## config.mk

```make
export PLATFORM = sky130hd
export DESIGN_NAME = pipe_reg
export DESIGN_NICKNAME = d
export VERILOG_FILES = /design/src/rtl/pipe_reg_pkg.sv /design/src/rtl/pipe_reg_skid_stage.sv /design/src/rtl/pipe_reg.sv
export SDC_FILE = /design/constraint.sdc
export NUM_CORES = 1
export LEC_CHECK = 0
export BUFFER_PORTS_ARGS = -buffer_cell sky130_fd_sc_hd__buf_2
export CAP_MARGIN = 0
export CORE_AREA = 2 2 76 64
export DETAILED_ROUTE_END_ITERATION = 10
export DIE_AREA = 0 0 78 66
export PLACE_DENSITY = 0.59
export SLEW_MARGIN = 20
export SYNTH_ARGS = -nofsm -noshare
export SYNTH_HDL_FRONTEND = slang
export SYNTH_SLANG_ARGS = --single-unit
```

## constraint.sdc

```tcl
create_clock -name clk -period 2.5 [get_ports clk]
set_input_delay 0.5 -clock clk [delete_from_list [all_inputs] [get_ports clk]]
set_output_delay 0.5 -clock clk [all_outputs]
set_load 0.1 [all_outputs]
```

## src/rtl/pipe_reg_pkg.sv

```systemverilog
// pipe_reg_pkg: shared datapath defaults and occupancy sizing for the elastic register pipeline
package pipe_reg_pkg;
  localparam int DEF_BUS_WIDTH = 8;
  localparam int DEF_DEPTH = 2;
  function automatic int occ_w(input int depth);
    return $clog2(2 * depth + 1);
  endfunction
endpackage

```

## src/rtl/pipe_reg_skid_stage.sv

```systemverilog
// pipe_reg_skid_stage: two-entry skid register stage with registered upstream ready
// Ports: clk/rst_n (async active-low), i_flush clears contents; i_valid/o_ready/i_data upstream side;
// o_valid/i_ready/o_data downstream side; o_count = number of valid entries held (0..2).
module pipe_reg_skid_stage import pipe_reg_pkg::*; #(
  parameter int BUS_WIDTH = DEF_BUS_WIDTH,
  parameter logic [BUS_WIDTH-1:0] RESET_VALUE = '0
) (
  input  logic                 clk,
  input  logic                 rst_n,
  input  logic                 i_flush,
  input  logic                 i_valid,
  output logic                 o_ready,
  input  logic [BUS_WIDTH-1:0] i_data,
  output logic                 o_valid,
  input  logic                 i_ready,
  output logic [BUS_WIDTH-1:0] o_data,
  output logic [1:0]           o_count
);
  logic                 r_main_v;
  logic                 r_skid_v;
  logic [BUS_WIDTH-1:0] r_main_d;
  logic [BUS_WIDTH-1:0] r_skid_d;
  logic                 w_take;
  logic                 w_pop;
  // ready depends only on the skid flag, so no combinational path crosses the stage
  assign o_ready = ~r_skid_v;
  assign w_take  = i_valid & ~r_skid_v;
  assign w_pop   = r_main_v & i_ready;
  assign o_valid = r_main_v;
  assign o_data  = r_main_d;
  assign o_count = {1'b0, r_main_v} + {1'b0, r_skid_v};
  always_ff @(posedge clk or negedge rst_n) begin
    if (!rst_n) begin
      r_main_v <= 1'b0;
      r_skid_v <= 1'b0;
      r_main_d <= RESET_VALUE;
      r_skid_d <= RESET_VALUE;
    end else if (i_flush) begin
      r_main_v <= 1'b0;
      r_skid_v <= 1'b0;
      r_main_d <= RESET_VALUE;
      r_skid_d <= RESET_VALUE;
    end else if (!r_main_v || w_pop) begin
      // main is free this edge: the older skid word has priority over a new arrival
      r_main_v <= r_skid_v | w_take;
      r_main_d <= r_skid_v ? r_skid_d : (w_take ? i_data : r_main_d);
      r_skid_v <= 1'b0;
    end else if (w_take) begin
      r_skid_v <= 1'b1;
      r_skid_d <= i_data;
    end
  end
endmodule

```

## src/rtl/pipe_reg.sv

```systemverilog
// pipe_reg: elastic valid/ready register pipeline of DEPTH skid stages
// Ports: clk, rst_n (async active-low), flush (sync clear); in_valid/in_ready/in_data upstream;
// out_valid/out_ready/out_data downstream, out_data_bar = ~out_data; occupancy = valid entries held.
module pipe_reg import pipe_reg_pkg::*; #(
  parameter int BUS_WIDTH = DEF_BUS_WIDTH,
  parameter int DEPTH = DEF_DEPTH,
  parameter logic [BUS_WIDTH-1:0] RESET_VALUE = '0
) (
  input  logic                     clk,
  input  logic                     rst_n,
  input  logic                     flush,
  input  logic                     in_valid,
  output logic                     in_ready,
  input  logic [BUS_WIDTH-1:0]     in_data,
  output logic                     out_valid,
  input  logic                     out_ready,
  output logic [BUS_WIDTH-1:0]     out_data,
  output logic [BUS_WIDTH-1:0]     out_data_bar,
  output logic [occ_w(DEPTH)-1:0]  occupancy
);
  localparam int OW = occ_w(DEPTH);
  logic                 r_live;
  logic [DEPTH:0]       w_valid;
  logic [DEPTH:0]       w_ready;
  logic [BUS_WIDTH-1:0] w_data [DEPTH+1];
  logic [1:0]           w_cnt [DEPTH];
  // holds in_ready low through the first edge after reset release
  always_ff @(posedge clk or negedge rst_n) begin
    if (!rst_n) r_live <= 1'b0;
    else r_live <= 1'b1;
  end
  assign in_ready     = w_ready[0] & r_live & ~flush;
  assign w_valid[0]   = in_valid & r_live & ~flush;
  assign w_data[0]    = in_data;
  assign w_ready[DEPTH] = out_ready;
  assign out_valid    = w_valid[DEPTH];
  assign out_data     = w_data[DEPTH];
  assign out_data_bar = ~w_data[DEPTH];
  for (genvar g = 0; g < DEPTH; g++) begin : g_stage
    pipe_reg_skid_stage #(
      .BUS_WIDTH(BUS_WIDTH),
      .RESET_VALUE(RESET_VALUE)
    ) u_stage (
      .clk(clk),
      .rst_n(rst_n),
      .i_flush(flush),
      .i_valid(w_valid[g]),
      .o_ready(w_ready[g]),
      .i_data(w_data[g]),
      .o_valid(w_valid[g+1]),
      .i_ready(w_ready[g+1]),
      .o_data(w_data[g+1]),
      .o_count(w_cnt[g])
    );
  end
  always_comb begin
    occupancy = '0;
    for (int k = 0; k < DEPTH; k++) occupancy = occupancy + OW'(w_cnt[k]);
  end
endmodule

```

* Word level (Yosys, flattened, before mapping) *
Cells that the tools add are included.

word-level totals
  output and inout port bits = 21
  register bits = 37
  word-level logic and storage cells = 65

operators by class
  bitwise logic cells = 13
  equality and inequality tests = 2
  muxes and demuxes = 22
  reductions and logical operators = 16
  add/subtract/negate cells = 3

operators with widths
  operator                                      number
  two-way mux 8 bit                             12
  nonzero test 3 bit                            4
  two-way mux 1 bit                             10
  NOT 8 bit                                     1
  AND reduction 2 bit                           4
  nonzero test 2 bit                            4
  bitwise AND 1 bit                             7
  adder 1 x 1 -> 2 bit                          2
  inequality test 2 bit, second input constant  2
  adder 2 x 2 -> 3 bit                          1
  NOT 1 bit                                     3
  logical NOT 1 bit                             2
  logical OR 1 bit                              2
  OR 1 bit                                      2

* Depth between registers and ports, before layout *
  depth in word-level cells = 7
  mapped depth = 5

* Hierarchy *
From an unflattened synthesis, not the netlist that was laid out.

second synthesis, totals
  cell total of the unflattened synthesis = 143
  area, all modules = 1761.7 um2

by module, submodules not included
  module               sequential area each (um2)  instances  cells each  area each (um2)
  pipe_reg_skid_stage  450.4                       2          62          817.0
  pipe_reg             25.0                        1          19          127.6

* Worst setup path before layout *
No wires, ideal clock.

  path type = input to register
  start point = in flush
  end point = reg g_stage[0].u_stage.r_skid_d[0]
  stages on the path = 4
  arrival time = 3.350 ns
  path buffers = 1
  setup slack = -0.916 ns
  cells stage by stage = nor3b_1 -> and2_1 -> buf_2 -> a22o_1

on the way
  longest elaborated chain between the ends = 5
  elaborated cells between the ends (all ways) = 7
  those cells by class = 1 x eq/ne; 1 x mux; 3 x bitwise; 2 x reduce/logical

ends and longest elaborated chain
  item                           line                       text
  start: declaration             pipe_reg.sv:11             input logic flush,
  NOT 1 bit                      pipe_reg.sv:33             assign w_valid[0] = in_valid & r_live & ~flush;
  bitwise AND 1 bit              pipe_reg.sv:33
  bitwise AND 1 bit              pipe_reg_skid_stage.sv:27  assign w_take = i_valid & ~r_skid_v;
  nonzero test 2 bit (no line)   -
  AND reduction 2 bit (no line)  -
  end signal: assignment         pipe_reg_skid_stage.sv:50  r_skid_d <= i_data;
  end: declaration               pipe_reg_skid_stage.sv:22  logic [BUS_WIDTH-1:0] r_skid_d;

Several ways; a longest one is shown, not always the timed one.
A chain may end at the register's enable or synchronous reset.

* Worst setup path in the final report *
  start point = reg g_stage[0].u_stage.r_skid_v
  end point = out occupancy[1]

on the way
  longest elaborated chain between the ends = 2

ends and longest elaborated chain
  item                      line                       text
  start: declaration        pipe_reg_skid_stage.sv:20  logic r_skid_v;
  start signal: assignment  pipe_reg_skid_stage.sv:35  r_skid_v <= 1'b0;
  start signal: assignment  pipe_reg_skid_stage.sv:40  r_skid_v <= 1'b0;
  start signal: assignment  pipe_reg_skid_stage.sv:47  r_skid_v <= 1'b0;
  adder 1 x 1 -> 2 bit      pipe_reg_skid_stage.sv:31  assign o_count = {1'b0, r_main_v} + {1'b0, r_skid_v};
  adder 2 x 2 -> 3 bit      pipe_reg.sv:58             for (int k = 0; k < DEPTH; k++) occupancy = occupancy + OW'(w_cnt[k]);
  end: declaration          pipe_reg.sv:19             output logic [occ_w(DEPTH)-1:0] occupancy

Every way passes these cells.

==> metrics.md <==
| Metric | Value |
|---|---|
| Outcome | complete, no violations |
| CTS tree | yes |
| Top Ports | 34 |
| Max Clk Rate | 0.415 GHz |
| Internal | 1.05 mW |
| NumNets Final | 186 |
| Worst skew pair latency | 0.29 ns |
| Area of the die | 5150 sq um |
| Largest cells by area after synthesis | dfrtp_1 (55%), mux2i_1 (9.5%), a22o_1 (8.3%) |
| Worst Hold Class | primary input to async pin |
| Relative slew slack | 0.461 |
| DRT iter0 DRCs | 77 |
| Top post-synthesis cells by count | dfrtp_1 (37), a22o_1 (16), mux2i_1 (16) |
| Register share of total power | 0.444 |
| Post-synth top area cell | dfrtp_1 |
| Vias in the first global route | 1241 |
| Syn nets | 149 |
| Peak VDD IR | 0.415 mV |
| Avg Inst Size Synth | between 10 and 15 sq um |
| Root Driver | clkbuf_8 |
| Die Y | 66 um |
| R2R depth | 4 |
| HPWL after detailed placement | 2.53 mm |
| Pwr dens | approximately 660 nW/um^2 |
| Clock share of power | 0.437 |
| Synth cell types | 30 |
| Largest net degree at the start of global routing | 38 |
| Worst Tran Pin Value | roughly 0.81 ns |
| First drt pass iteration count | 4 |
| Final Skew | 0.00330 ns |
| Setup tns final | 0 ns |
| Post-Syn Area | approximately 1700 sq um |
| Clk buf depth | 2 |
| Setup slack, reg-to-reg | 0.90 ns |
| First-pass GRT wire length | about 6 mm |
| RSZ-0062 raised after global routing | false |
| CP endpoint kind | primary output |
| Clock slew at reported path FFs | 0.07 ns |
| Port bufs | 33 |
| Antenna violations before repair | 0 |
| H-tree depth | 2 |
| Max Cap Viol | 0 |
| # DRC | 0 |
| CTS sink count | 37 |
| FF-to-FF End | g_stage[1].u_stage.r_skid_d[4]$_DFFE_PN0P_ |
| Switch Pwr | 0.350 mW |
| Yosys warns | 0 |
| Layout fillers | 421 |
| # diodes | 0 |
| Final WL | approximately 3.5 mm |
| Post-DR vias/cell | 5.14 |
| Final Hold Viols | 0 |
| Synth top area share | 0.548 |
| Final setup vio count | 0 |
| Hold buffers post-CTS | 0 |
| Worst Setup SP | g_stage[0].u_stage.r_skid_v$_DFFE_PN0P_ |
| Vias | 1187 |
| Core ar. | between 4000 and 5000 sq um |
| DRT antenna net count | 0 |
| Logic pwr share | 0.119 |
| Crit path launch type | flip-flop |
| Minimum clock period | 2.41 ns |
| Initial Util | 0.384 |
| Post-synth top flop | dfrtp_1 |
| Share of cells above drive strength 1 | 0.339 |
| Layout area overhead | 26.1% |
| Worst EP required | 2.00 ns |
| Sw Ratio | 0.251 |
| Worst Path Max Fanout | 2 |
| Async SR Flop Fraction | 1.00 |
| Row count | 22 |
| Routability cong. | roughly 0.70 |
| Total Routing Usage GR | 0.154 |
| Pins Over Slew Limit | 0 |
| WL/cell | 15.1 um |
| Critical path type | flip-flop to primary output |
| Post-Synthesis Cells | 133 |
| Leak Pwr | 0.932 nW |
| Sequential share of the synthesized area | 0.548 |
| Count leader, synth | dfrtp_1 |
| Reg2reg start | g_stage[1].u_stage.r_skid_v$_DFFE_PN0P_ |
| Synth Register Bits | 37 |
| Post-synth EDFFs | 0 |
| Tcrit/Tclk final | 0.964 |
| CP endpoint | occupancy[1] |
| Chip Width | 78 um |
| Placed cell count | 222 |
| Critical Path AT | 1.91 ns |
| Grt total ovfl | 0 |
| Num CTS Buffers | 5 |
| Fin cells | 231 |
-- layout make-up --
cell class,count,area (sq um),share of cell area
inverter,14,52.6,0.0247
tap,60,75.1,0.0352
multi-input combinational,76,706,0.331
sequential,37,931,0.437
clock inverter,3,65.1,0.0305
clock buffer,5,68.8,0.0323
timing repair buffer,36,233,0.109
-- power groups by stage --
stage,Clock [mW],Combinational (mW),Sequential (mW)
after global placement,0,0.161,0.632
final,0.610,0.166,0.620
after global routing,0.657,0.178,0.622
after detailed placement,0,0.165,0.632
after floorplan,0,0.0862,0.660
after CTS,0.631,0.166,0.620
-- registers in the layout, indices dropped and copies added (netlist names) --
signal,flops
g_stage.u_stage.r_skid_d,16
g_stage.u_stage.r_skid_v,2
r_live,1
g_stage.u_stage.o_valid,2
g_stage.u_stage.o_data,16
-- kinds of logic after synthesis --
logic type | synth area share
buffers and inverters | 0.0518
muxes | 0.0948
AOI/OAI and AO/OA | 0.214
and+or+nand+nor | 0.0622
other | 0.00222
adders and majority gates | 0.0267
DFF | 0.548
-- layout by cell type, fill, tap and decap left out, types with 2 or more instances in the layout --
| master | Yosys | layout |
|---|---|---|
| dfrtp_1 | 37 | 35 |
| buf_2 | 4 | 30 |
| a22o_1 | 16 | 16 |
| mux2i_1 | 16 | 16 |
| o2bb2ai_1 | 13 | 13 |
| inv_1 | 14 | 12 |
| a21oi_1 | 6 | 6 |
| clkbuf_8 | 0 | 5 |
| a311oi_1 | 3 | 3 |
| buf_12 | 0 | 3 |
| buf_4 | 0 | 3 |
| inv_2 | 0 | 2 |
| nor3_1 | 2 | 2 |
| ha_4 | 0 | 2 |
| bufinv_16 | 0 | 2 |
-- how the worst min path moves through the flow --
stage,start,endpoint,slack [ns],depth (start not counted)
finish,rst_n,g_stage[1].u_stage.o_valid$_DFFE_PN0N_,0.29,1
global placement,g_stage[0].u_stage.r_skid_d[5]$_DFFE_PN0P_,g_stage[0].u_stage.r_skid_d[5]$_DFFE_PN0P_,0.49,1
detailed placement,g_stage[1].u_stage.r_skid_d[7]$_DFFE_PN0P_,g_stage[1].u_stage.r_skid_d[7]$_DFFE_PN0P_,0.49,1
global route,rst_n,g_stage[0].u_stage.o_data[6]$_DFFE_PN0P_,0.36,1
CTS,rst_n,g_stage[1].u_stage.o_valid$_DFFE_PN0N_,0.33,1
floorplan,rst_n,g_stage[0].u_stage.o_data[0]$_DFFE_PN0P_,0.20,0
-- critical path: stages (launching register included) --
cell and delay (ns):
dfrtp_1 0.35, inv_1 0.08, fa_1 0.55, inv_2 0.05, ha_4 0.15, ha_4 0.26, buf_12 0.16
-- metal layers --
layer  track usage  vias to the layer above  share of wire
li1              -                      566              -
met1         0.199                      583           0.48
met2         0.240                       36           0.46
met3        0.0574                        2          0.058
met4        0.0504                        0         0.0043
met5             0                        -              0
-- timing repair --
item | 4_1_cts | 5_1_grt
endpoints found under the hold margin | 0 | 0
setup endpoints to repair | 1 | 1
pin swaps | 0 | 1
gates cloned | 0 | 0
gates resized for setup | 1 | 3
setup buffers | 1 | 0
-- stage by stage --
| stage | hold slack [ns] | setup slack, ns | util | power, mW | cell area, sq um |
|---|---|---|---|---|---|
| after floorplan | 0.204 | 0.0867 | - | 0.746 | 1710 |
| after global placement | 0.489 | 0.334 | 0.449 | 0.793 | 1980 |
| after detailed placement | 0.491 | 0.262 | 0.449 | 0.797 | 1980 |
| after CTS | 0.326 | 0.00646 | 0.482 | 1.42 | 2120 |
| after global routing | 0.360 | 0.000277 | 0.484 | 1.46 | 2130 |
| final | 0.294 | 0.0903 | 0.484 | 1.40 | 2130 |
Note: power is estimated with default switching activity, not from simulation.
